## config.mk

```make
export PLATFORM = sky130hd
export DESIGN_NAME = tile_step_ctrl_flat
export DESIGN_NICKNAME = d
export VERILOG_FILES = /design/src/rtl/tile_step_if.sv /design/src/rtl/tile_step_ctrl.sv /design/src/flat_wrapper.sv
export SDC_FILE = /design/constraint.sdc
export NUM_CORES = 1
export LEC_CHECK = 0
export ABC_AREA = 1
export BUFFER_PORTS_ARGS = -buffer_cell sky130_fd_sc_hd__buf_2
export CAP_MARGIN = 20
export CORE_UTILIZATION = 40
export DETAILED_ROUTE_END_ITERATION = 7
export SETUP_SLACK_MARGIN = 0.3
export SLEW_MARGIN = 20
export SYNTH_ARGS = -nofsm -noshare
export SYNTH_HDL_FRONTEND = slang
export SYNTH_SLANG_ARGS = --single-unit
```

## constraint.sdc

```tcl
create_clock -name clk -period 2.15 [get_ports clk]
set_clock_uncertainty 0.2 [all_clocks]
set_input_delay 0.215 -clock clk [delete_from_list [all_inputs] [get_ports clk]]
set_output_delay 0.215 -clock clk [all_outputs]
set_load 0.05 [all_outputs]
```

## src/rtl/tile_step_if.sv

```systemverilog
// Handshake and board bus between the tile-game step controller and its
// environment (key inputs, wait timer, screen drawer).
interface tile_step_if;
    logic        start;
    logic [3:0]  key;
    logic        wait_done;
    logic        draw_done;
    logic        wait_go;
    logic        draw_req;
    logic [31:0] rows;
    logic [23:0] Q;
    logic        game_over;

    // Environment side: drives buttons, timer and drawer handshakes.
    modport master (
        output start, key, wait_done, draw_done,
        input  wait_go, draw_req, rows, Q, game_over
    );

    // Controller side.
    modport slave (
        input  start, key, wait_done, draw_done,
        output wait_go, draw_req, rows, Q, game_over
    );
endinterface

```

## src/rtl/tile_step_ctrl.sv

```systemverilog
// Step controller for a four-lane falling-tile game.
// Each step reloads the wait timer, collects key presses while the timer runs,
// checks the captured keys against the bottom row, then scrolls the board and
// asks the drawer for a new frame. A wrong key set ends the game with the
// final board left on screen.
module tile_step_ctrl (
    input  logic        clk,
    input  logic        reset,
    tile_step_if.slave  bus
);
    localparam int NUM_LANES = 4;
    localparam int NUM_ROWS  = 8;
    localparam int ROWS_W    = NUM_LANES * NUM_ROWS;

    localparam logic [2:0] S_IDLE  = 3'd0;
    localparam logic [2:0] S_ARM   = 3'd1;
    localparam logic [2:0] S_WAIT  = 3'd2;
    localparam logic [2:0] S_SHIFT = 3'd3;
    localparam logic [2:0] S_DRAW  = 3'd4;
    localparam logic [2:0] S_OVER  = 3'd5;

    localparam logic [23:0] SCORE_MAX = 24'hFFFFFF;
    localparam logic [7:0]  LFSR_SEED = 8'h5A;

    logic [2:0]           state;
    logic [2:0]           state_nxt;
    logic [ROWS_W-1:0]    rows;
    logic [23:0]          score;
    logic [NUM_LANES-1:0] mask;
    logic [NUM_LANES-1:0] key_q;
    logic [NUM_LANES-1:0] key_rise;
    logic [NUM_LANES-1:0] bottom;
    logic [NUM_LANES-1:0] new_row;
    logic [7:0]           lfsr;
    logic                 lfsr_fb;
    logic                 pass;

    // Per-lane rising-edge detect and new-row lane select.
    for (genvar l = 0; l < NUM_LANES; l++) begin : g_lane
        assign key_rise[l] = bus.key[l] & ~key_q[l];
        assign new_row[l]  = (lfsr[1:0] == 2'(l));
    end

    assign bottom  = rows[ROWS_W-1 -: NUM_LANES];
    assign pass    = (mask == bottom);
    // Taps 8,6,5,4 of an 8-bit Fibonacci LFSR.
    assign lfsr_fb = lfsr[7] ^ lfsr[5] ^ lfsr[4] ^ lfsr[3];

    // Next-state decode; each wait state listens to exactly one handshake.
    always_comb begin
        state_nxt = state;
        case (state)
            S_IDLE:  if (bus.start) state_nxt = S_ARM;
            S_ARM:   state_nxt = S_WAIT;
            S_WAIT:  if (bus.wait_done) state_nxt = S_SHIFT;
            S_SHIFT: state_nxt = pass ? S_DRAW : S_OVER;
            S_DRAW:  if (bus.draw_done) state_nxt = S_ARM;
            S_OVER:  if (bus.start) state_nxt = S_ARM;
            default: state_nxt = S_IDLE;
        endcase
    end

    // State, board, score, key capture and LFSR updates.
    always_ff @(posedge clk) begin
        if (reset) begin
            state <= S_IDLE;
            rows  <= '0;
            score <= '0;
            mask  <= '0;
            key_q <= '0;
            lfsr  <= LFSR_SEED;
        end else begin
            state <= state_nxt;
            key_q <= bus.key;
            case (state)
                S_IDLE, S_OVER: begin
                    if (bus.start) begin
                        rows  <= '0;
                        score <= '0;
                    end
                end
                S_ARM: mask <= '0;
                // Edges in the wait_done cycle still count; held keys do not.
                S_WAIT: mask <= mask | key_rise;
                S_SHIFT: begin
                    if (pass) begin
                        rows <= {rows[ROWS_W-NUM_LANES-1:0], new_row};
                        lfsr <= {lfsr[6:0], lfsr_fb};
                        // An empty bottom row matched by no keys scores nothing.
                        if (bottom != '0 && score != SCORE_MAX)
                            score <= score + 24'd1;
                    end
                end
                default: ;
            endcase
        end
    end

    // Handshake outputs are pure state decodes so reset drops them at once.
    assign bus.wait_go   = (state == S_WAIT);
    assign bus.draw_req  = (state == S_DRAW);
    assign bus.game_over = (state == S_OVER);
    assign bus.rows      = rows;
    assign bus.Q         = score;
endmodule
```

## src/flat_wrapper.sv

```systemverilog
// flat-port wrapper written by rule: the top's interface ports become plain ports
module tile_step_ctrl_flat 
  (clk, reset, bus_start, bus_key, bus_wait_done, bus_draw_done, bus_wait_go, bus_draw_req, bus_rows, bus_Q, bus_game_over);
  tile_step_if bus_i ();
  input  logic clk;
  input  logic reset;
  input wire logic [$bits(bus_i.start)-1:0] bus_start;
  input wire logic [$bits(bus_i.key)-1:0] bus_key;
  input wire logic [$bits(bus_i.wait_done)-1:0] bus_wait_done;
  input wire logic [$bits(bus_i.draw_done)-1:0] bus_draw_done;
  output wire logic [$bits(bus_i.wait_go)-1:0] bus_wait_go;
  output wire logic [$bits(bus_i.draw_req)-1:0] bus_draw_req;
  output wire logic [$bits(bus_i.rows)-1:0] bus_rows;
  output wire logic [$bits(bus_i.Q)-1:0] bus_Q;
  output wire logic [$bits(bus_i.game_over)-1:0] bus_game_over;
  assign bus_i.start = bus_start;
  assign bus_i.key = bus_key;
  assign bus_i.wait_done = bus_wait_done;
  assign bus_i.draw_done = bus_draw_done;
  assign bus_wait_go = bus_i.wait_go;
  assign bus_draw_req = bus_i.draw_req;
  assign bus_rows = bus_i.rows;
  assign bus_Q = bus_i.Q;
  assign bus_game_over = bus_i.game_over;
  tile_step_ctrl u_core (.clk(clk), .reset(reset), .bus(bus_i));
endmodule
```

---- Word level (Yosys, flattened, before mapping) ----
Index checks and enable logic that the tools add are counted.
operators by class
  mux-type cells .......................... 13
  equality and inequality tests ........... 15
  bitwise operators ....................... 12
  reductions and logical operators ........ 11
  add/sub/neg operators ................... 1
operators by type and width
  operator                                                               count
  24-bit two-way mux                                                     3
  32-bit two-way mux                                                     2
  32-bit case mux with 2 select lines                                    1
  24-bit case mux with 2 select lines                                    1
  24-bit by 1-bit adder with 24-bit output, second input constant        1
  24-bit != test, second input constant                                  1
  3-bit case mux with 5 select lines                                     1
  3-bit two-way mux                                                      3
  4-bit case mux with 2 select lines                                     1
  3-bit by 2-bit equality test with 1-bit output, second input constant  2
  3-bit equality test, second input constant                             2
  2-bit by 1-bit != test with 1-bit output, second input constant        3
  3-bit AND reduction                                                    2
  1-bit AND                                                              4
  2-bit equality test, second input constant                             2
  4-bit equality test                                                    1
  2-bit != test, second input constant                                   2
  1-bit NOT                                                              4
  4-bit bitwise OR                                                       1
  4-bit AND reduction                                                    1
  2-bit nonzero test                                                     2
  4-bit nonzero test                                                     1
  3-bit by 1-bit equality test with 1-bit output, second input constant  1
  3-bit zero test                                                        1
  other kinds (7)                                                        9
word-level totals
  output and inout bits ................... 59
  input port bits ......................... 9
  logic and storage cells ................. 58
  register bits after elaboration ......... 75

---- Depth between registers and ports, before layout ----
Gate-level depths: netlist of run 1.
  depth after elaboration ................. 5
  mapped depth ............................ 13
  gate-level depth less buffers ........... 12

---- Least setup slack after synthesis of run 1 ----
No wires, ideal clock.
  path kind ............................... reg2reg
  start point ............................. reg u_core.state[2]
  end point ............................... reg u_core.state[0]
  stages on the path, launching flop included .. 6
  arrival time ............................ 2,249 ps
  path slack .............................. -415 ps
  required time ........................... 1,835 ps
  setup time .............................. 115 ps
  path buffers ............................ 0
  path through ............................ dfxtp_1 -> nor3_1 -> inv_1 -> nor2_1 -> o21ai_0 -> and3_1
between the ends
  elaborated cells on any way between the ends .. 12
  classes of those cells .................. 8 x eq/ne; 1 x mux; 3 x reduce/logical
RTL lines
  what                                              RTL line              RTL
  from (decl)                                       tile_step_ctrl.sv:25  logic [2:0] state;
  from (signal assigned)                            tile_step_ctrl.sv:73  state <= state_nxt;
  3-bit by 2-bit equality test with 1-bit output *  -
  net bus_wait_go                                   flat_wrapper.sv:11    output wire logic [$bits(bus_i.wait_go)-1:0] bus_wait_go;
  2-bit != test (no line)                           -
  3-bit AND reduction (no line)                     -
The timed path passes the listed nets; every way through them passes the cells marked *.
A chain may end at the register's enable or synchronous reset.

---- Worst setup path after layout of run 1 ----
  start point ............................. reg u_core.rows[28], in the netlist u_core.bus.rows[28]
  end point ............................... reg u_core.rows[21], in the netlist u_core.bus.rows[21]
between the ends
  longest elaborated chain between the ends .. 3
ends and longest elaborated chain
  what                                                RTL line              RTL
  from (decl)                                         tile_step_ctrl.sv:27  logic [ROWS_W-1:0] rows;
  from (signal assigned)                              tile_step_ctrl.sv:87  rows <= {rows[ROWS_W-NUM_LANES-1:0], new_row};
  4-bit equality test                                 tile_step_ctrl.sv:45  assign pass = (mask == bottom);
  2-bit by 1-bit != test with 1-bit output (no line)  -
  3-bit AND reduction (no line)                       -
Every way passes these cells.

==> run_results.csv, run 1 <==
group,metric,value,unit
run_status,status,"finished, violations left",
run_status,violations,"design-rule violations",
clock_network,cts_sinks,75,
sta,setup_viol,0,
placed_design,hpwl,6.544,mm
global_routing,met3_usage,4.397,%
cells_and_area,drive_gt1_share,34.39,%
cells_and_area,nFillCells,859,
sta,fin_crit,1.834,ns
placed_design,place_congestion,0.8479,
logic_synthesis,synth_nets,559,
setup_path,worstPathRequired,2.23,ns
drt,firstDrtPassIters,8,
setup_path,crit_family,"buffers and inverters",
floorplan,die_y,98.42,um
global_routing,grt_pass1_vias,3292,
global_routing,met2_usage,33.37,%
global_routing,antenna_found_initial,0,
clock_network,clk_pin_slew,0.09,ns
sta,final_hold_viol_count,0,
sta,worst_pin_slew,0.5924,ns
drt,avgRoutedWirePerCell,13.65,um
floorplan,die_area,9686,sq um
sta,rsz0062_at_grt,"yes",
global_routing,grt_max_degree,47,
setup_path,cp-start-kind,"register",
clock_network,cts_buffers,9,
drt,viasPerCell,5.007,
clock_network,cts_max_path_buffers,2,
cells_and_area,n_antenna_cell,0,
clock_network,insertion_delay,0.36,ns
cells_and_area,num-nets-final,665,
floorplan,die_w,98.42,um
global_routing,grt_pass1_wl,15.90,mm
sta,max_freq,0.5454,GHz
global_routing,grt_overflow,0,
logic_synthesis,synth_area,3719,sq um
logic_synthesis,synth_top_area_cell,"dfxtp_1",
logic_synthesis,synth_cell_types,30,
sta,maxSlewViolCount,0,
drt,drt-total-wl,10.49,mm
sta,layout_setup_ws,0.3163,ns
pwr,powerDensity,989.0,nW/um^2
clock_network,clockRootBuffer,"clkbuf_8",
floorplan,initial_core_util,42.02,%
setup_path,arrival,1.92,ns
drt,ant_nets,0,
drt,drc_errors,6,
logic_synthesis,yosysWarnings,0,
clock_network,cts_tree,"yes",
run,drv_cap,0,
logic_synthesis,ys_seq_area_share,40.38,%
logic_synthesis,synth_area_leaders,"dfxtp_1 (40%), nand2_1 (17%), nor2_1 (8.1%), a21oi_1 (6.1%), nand3_1 (5.9%)",
logic_synthesis,synth.avg_cell_area,6.773,sq um
placed_design,io_buffers,67,
setup_path,path_buf_inv,3,
sta,final.period_utilization,85.29,%
pwr,peakVddDrop,0.6264,mV
cells_and_area,area_delta_synth_final,35.73,%
clock_network,ctsHtreeMaxLevel,3,
setup_path,slowest_stage,"dfxtp_4",
setup_path,path_cells,"xor2_2 -> nor2_2 -> nand3_4 -> buf_12 -> clkinvlp_4 -> clkbuf_16 -> nand2_1 -> a21oi_1",
setup_path,critPathMaxFanout,7,
floorplan,ios,68,
setup_path,endpoint_kind,"register",
placed_design,post-place-ws,0.2125,ns
global_routing,use_met1,27.37,%
sta,tns,0,ns
setup_path,max_stage_delay,0.36,ns
floorplan,core,8848,sq um
pwr,p_leak,2.138,nW
logic_synthesis,synthCells,549,
drt,dr.first_iter.drc_count,246,
floorplan,fp-row-count,34,
drt,vias,3845,
sta,slew_headroom,60.51,%
worst_hold_path,hp-class,"in2reg",
logic_synthesis,ys_seq_elements,75,
logic_synthesis,netlist.area_leader.share,40.38,%
global_routing,track_usage,20.50,%
setup_path,path_class,"reg2reg",
global_routing,busiest_layer,"met2",
[synthesized netlist by cell type]
cell type,instances
nand2_1,169
nor2_1,80
dfxtp_1,75
a21oi_1,45
nand3_1,44
inv_1,43
a21oi_2,11
clkbuf_1,8
o21ai_0,8
buf_2,7
xor2_1,7
buf_6,6
nand2_2,5
xnor2_1,5
inv_2,4
nor3_1,4
o21ai_1,4
nand2_4,3
nand4_1,3
nor2_4,3
o211ai_1,3
and3_1,2
buf_1,2
nor2_2,2
ha_1,1
nand2_8,1
nand3_4,1
nor3b_1,1
o21ai_2,1
o31ai_1,1
[logic make-up after synthesis]
family | synth area share (%)
compound gates | 11.31
xor+xnor | 2.826
fa+ha+maj | 0.3364
buf+inv | 8.512
flops | 40.38
simple gates | 36.64
[flip-flops by register name, indices dropped and copies added (netlist names)]
register / cells
u_core.bus.Q: 24
u_core.bus.rows: 32
u_core.key_q: 4
u_core.lfsr: 8
u_core.mask: 4
u_core.state: 3
[final timing paths]
path | slack [ns] | startpoint | end | cells after the start
worst min-delay path | 0.1 | bus_start | u_core.state[2] | 6
worst min register to register | 0.27 | u_core.lfsr[2] | u_core.lfsr[2] | 2
worst max register to register | 0.32 | u_core.bus.rows[28] | u_core.bus.rows[21] | 8
worst max-delay path | 0.32 | u_core.bus.rows[28] | u_core.bus.rows[21] | 8
[cell usage in the layout (no fill, tap or decap), drive strengths merged]
master / synthesis / layout
xor2: 7 / 7
o211ai: 3 / 3
buf: 15 / 104
nor3: 4 / 4
clkinvlp: 0 / 3
and3: 2 / 2
nor2: 85 / 85
dfxtp: 75 / 75
a21oi: 56 / 56
ha: 1 / 1
nor3b: 1 / 1
clkinv: 0 / 1
nand2: 178 / 183
bufinv: 0 / 1
xnor2: 5 / 5
o31ai: 1 / 1
clkbuf: 8 / 14
nand4: 3 / 3
inv: 47 / 48
o21ai: 13 / 13
nand3: 45 / 45
dlygate4sd3: 0 / 5
[power breakdown]
part	internal, mW	leakage, nW	switching (mW)
sequential	1.55	0.623	0.148
combinational	0.735	1.41	1.39
clock	0.578	0.0995	0.585
total	2.87	2.14	2.13
[worst min-delay path, stage by stage]
cell and delay [ns]:
buf_2 0.10, inv_1 0.04, nand2_1 0.05, o31ai_1 0.08, nand2_1 0.08, a21oi_1 0.05
[layer usage]
| layer | vias to the layer above | part of all wire [%] | wire length, um |
|---|---|---|---|
| li1 | 1956 | - | - |
| met1 | 1788 | 46 | 4815 |
| met2 | 91 | 49 | 5105 |
| met3 | 10 | 4.4 | 460 |
| met4 | 0 | 1.0 | 106 |
| met5 | - | 0 | 0 |
[final cells by class]
| class | count | area, sq um | area share [%] |
|---|---|---|---|
| Sequential cell | 75 | 1550 | 30.71 |
| Multi-Input combinational cell | 409 | 2163 | 42.86 |
| Clock buffer | 10 | 137.6 | 2.727 |
| Clock inverter | 6 | 71.32 | 1.413 |
| Inverter | 47 | 187.7 | 3.718 |
| Tap cell | 108 | 135.1 | 2.677 |
| Timing Repair Buffer | 113 | 802.0 | 15.89 |
[timing repair]
item / in CTS / in global routing
endpoints found under the setup margin: 54 / 55
hold buffers: 5 / 0
cloned: 4 / 4
setup buffers: 3 / 16
pin swaps: 4 / 22
gates resized for setup: 10 / 51
endpoints found under the hold margin: 5 / 0
[through the flow]
step           area, sq um  utilization [%]  power, mW  hold slack (ns)  std cells
3_5_place_dp          4285            48.43      3.361           0.2367        720
4_1_cts               4658            52.64      4.651          0.08116        748
2_1_floorplan         3806                -      3.091           0.1399        549
6_report              5047            57.04      4.992          0.09868        768
5_1_grt               5047            57.04      5.263           0.1190        768
3_3_place_gp          4285            48.43      3.331           0.2318        720
Power figures use the tool's default switching activity.
==> inputs of run 2 (changes only) <==
--- a/config.mk
+++ b/config.mk
@@ -5,7 +5,6 @@
 export SDC_FILE = /design/constraint.sdc
 export NUM_CORES = 1
 export LEC_CHECK = 0
-export ABC_AREA = 1
 export BUFFER_PORTS_ARGS = -buffer_cell sky130_fd_sc_hd__buf_2
 export CAP_MARGIN = 20
 export CORE_UTILIZATION = 40
==> run_results.csv, run 2 <==
group,metric,value,unit
run_status,status,"complete, no violations",
placed_design,post-place-ws,0.01173,ns
logic_synthesis,synth_top_family_by_area,"compound AO/OA/AOI/OAI gates",
sta,worst_pin_slew,0.3419,ns
pwr,powerDensity,706.0,nW/um^2
logic_synthesis,ys_seq_area_share,46.22,%
floorplan,initial_core_util,41.60,%
setup_path,max_stage_delay,0.46,ns
drt,drt-total-wl,9.171,mm
setup_path,slowest_stage,"or4b_1",
cells_and_area,top_register,"u_core.bus.rows",
logic_synthesis,yosys.area_share.simple,22.57,%
sta,holdWs,0.06999,ns
logic_synthesis,netlist.area_leader.share,46.22,%
logic_synthesis,yosysWarnings,0,
sta,slew_headroom,77.21,%
sta,rsz0062_at_grt,"yes",
cells_and_area,mostFrequentLayoutCell,"buf_2",
logic_synthesis,synth_nets,378,
logic_synthesis,synth_top_area_cell,"dfxtp_1",
clock_network,ctsHtreeMaxLevel,3,
cells_and_area,largest_reg_flops,32,
sta,final.period_utilization,98.79,%
cells_and_area,nFillCells,651,
logic_synthesis,yosys.area_share.xor_xnor,2.157,%
logic_synthesis,synth-compound-area-share,22.84,%
clock_network,clk_pin_slew,0.08,ns
drt,firstDrtPassIters,4,
floorplan,ios,68,
logic_synthesis,yosys.cell_count.top_type,"dfxtp_1",
run,drv_cap,0,
logic_synthesis,ys_seq_elements,75,
pwr,power.total,3.484,mW
setup_path,path_cells,"and4_4 -> and2_4 -> and3_4 -> a211o_4 -> or4b_1 -> a21oi_1",
logic_synthesis,synth_area_leaders,"dfxtp_1 (46%), a22oi_1 (6.5%), nor2_1 (5.8%), a21oi_1 (3.4%), o21ai_0 (2.9%)",
placed_design,io_buffers,67,
setup_path,crit_family,"simple AND/OR/NAND/NOR gates",
logic_synthesis,synth_cell_types,58,
setup_path,worstPathRequired,2.23,ns
global_routing,grt_pass1_vias,2972,
floorplan,fp-row-count,32,
placed_design,place_congestion,0.7927,
placed_design,placedCellCount,542,
global_routing,track_usage,22.13,%
pwr,p_leak,1.966,nW
floorplan,die_w,92.11,um
logic_synthesis,synth_edf_count,0,
floorplan,die_area,8484,sq um
sta,layout_setup_ws,0.02608,ns
setup_path,arrival,2.20,ns
cells_and_area,fin_cells,600,
setup_path,critPathMaxFanout,7,
placed_design,hpwl,5.657,mm
sta,setup_viol,0,
floorplan,die_y,92.11,um
global_routing,grt_max_degree,74,
floorplan,core,7807,sq um
cells_and_area,num-nets-final,503,
sta,tns,0,ns
cells_and_area,stdcell_area,4935,sq um
global_routing,antenna_found_initial,0,
drt,ant_nets,0,
setup_path,path_class,"reg2reg",
drt,viasPerCell,5.477,
clock_network,cts_buffers,9,
setup_path,path_buf_inv,0,
cells_and_area,utilization,63.21,%
clock_network,insertion_delay,0.36,ns
global_routing,grt_overflow,0,
cells_and_area,drive_gt1_share,53.21,%
drt,vias,3286,
setup_path,cp-start-kind,"register",
drt,dr.first_iter.drc_count,156,
logic_synthesis,synth.area.mux_share,1.271,%
sta,final_hold_viol_count,0,
drt,drc_errors,0,
clock_network,cts_sinks,75,
sta,max_freq,0.4708,GHz
sta,maxSlewViolCount,0,
cells_and_area,n_antenna_cell,0,
clock_network,cts_max_path_buffers,2,
cells_and_area,area_delta_synth_final,51.93,%
worst_hold_path,hp-class,"in2reg",
clock_network,clockRootBuffer,"clkbuf_8",
cells_and_area,layout_common_cells,"buf_2 (65), nor2_1 (49), buf_4 (45)",
global_routing,grt_pass1_wl,14.76,mm
clock_network,cts_tree,"yes",
sta,fin_crit,2.124,ns
placed_design,placed_area,4020,sq um
setup_path,endpoint_kind,"register",
logic_synthesis,synth-async-reset-ratio,0,%
pwr,peakVddDrop,0.5057,mV
drt,avgRoutedWirePerCell,15.29,um
logic_synthesis,synth_area,3248,sq um
logic_synthesis,synth_flop_cell,"dfxtp_1",
logic_synthesis,synth.avg_cell_area,8.826,sq um
logic_synthesis,synthCells,368,
logic_synthesis,synth_fa_ha_area_share,0.3852,%
logic_synthesis,synthTopCellsByCount,"dfxtp_1 (75), nor2_1 (50), a22oi_1 (28), a21oi_1 (22), o21ai_0 (19)",
[run 2: cell types whose count changed after synthesis, moves of 8 or more]
cell      previous run  this run
nor3_1               4        12
a31oi_1              0        10
clkbuf_1             8        16
a21oi_2             11         0
a22oi_1              0        28
o21ai_0              8        19
nand2_1            169        16
nand3_1             44        12
inv_1               43         6
nor2_1              80        50
a21oi_1             45        22
[run 2: area by class of cell]
cell class                      instances  area, sq um  area share (%)
Clock buffer                            9        123.9           2.510
Clock inverter                          7        57.56           1.166
Inverter                                6        22.52          0.4564
Multi-Input combinational cell        262         1991           40.34
Sequential cell                        75         1585           32.12
Tap cell                              102        127.6           2.586
Timing Repair Buffer                  139         1027           20.82
[run 2: power breakdown]
group          internal (mW)  switching, mW
clock network          0.440          0.583
registers               1.41         0.0479
logic                  0.485          0.514
total                   2.34           1.14
[run 2: tightest hold or removal path: stages]
cell and delay (ns):
buf_2 0.11, nor2_1 0.08, o32a_1 0.14, nor3_1 0.04
[run 2: logic make-up (layout without fill, tap and decap cells)]
group,Yosys count,after routing
xor+xnor,8,8
buf+inv,31,161
compound gates,108,108
fa+ha+maj,1,1
flops,75,75
simple gates,141,141
mux,4,4
[run 2: timing repair]
action,CTS,global route
gates resized for setup,30,73
setup buffers,29,8
gates cloned,0,1
endpoints found under the setup margin,46,59
pin swaps,12,43
endpoints found under the hold margin,8,0
hold buffers,4,0
[run 2: path summary, 6_finish.rpt]
path | start | endpoint | slack [ns] | cells after the start
worst max register to register | u_core.bus.Q[11] | u_core.bus.Q[17] | 0.03 | 6
worst min register to register | u_core.bus.Q[6] | u_core.bus.Q[6] | 0.29 | 1
worst min-delay path | bus_draw_done | u_core.state[0] | 0.07 | 4
worst max-delay path | u_core.bus.Q[11] | u_core.bus.Q[17] | 0.03 | 6
[run 2: metal layers]
| metal | wire length, um | track usage [%] | part of all wire, % |
|---|---|---|---|
| met1 | 4302 | 31.33 | 47 |
| met2 | 4325 | 32.84 | 47 |
| met3 | 441 | 3.648 | 4.8 |
| met4 | 102 | 9.896 | 1.1 |
| met5 | 0 | 0 | 0 |
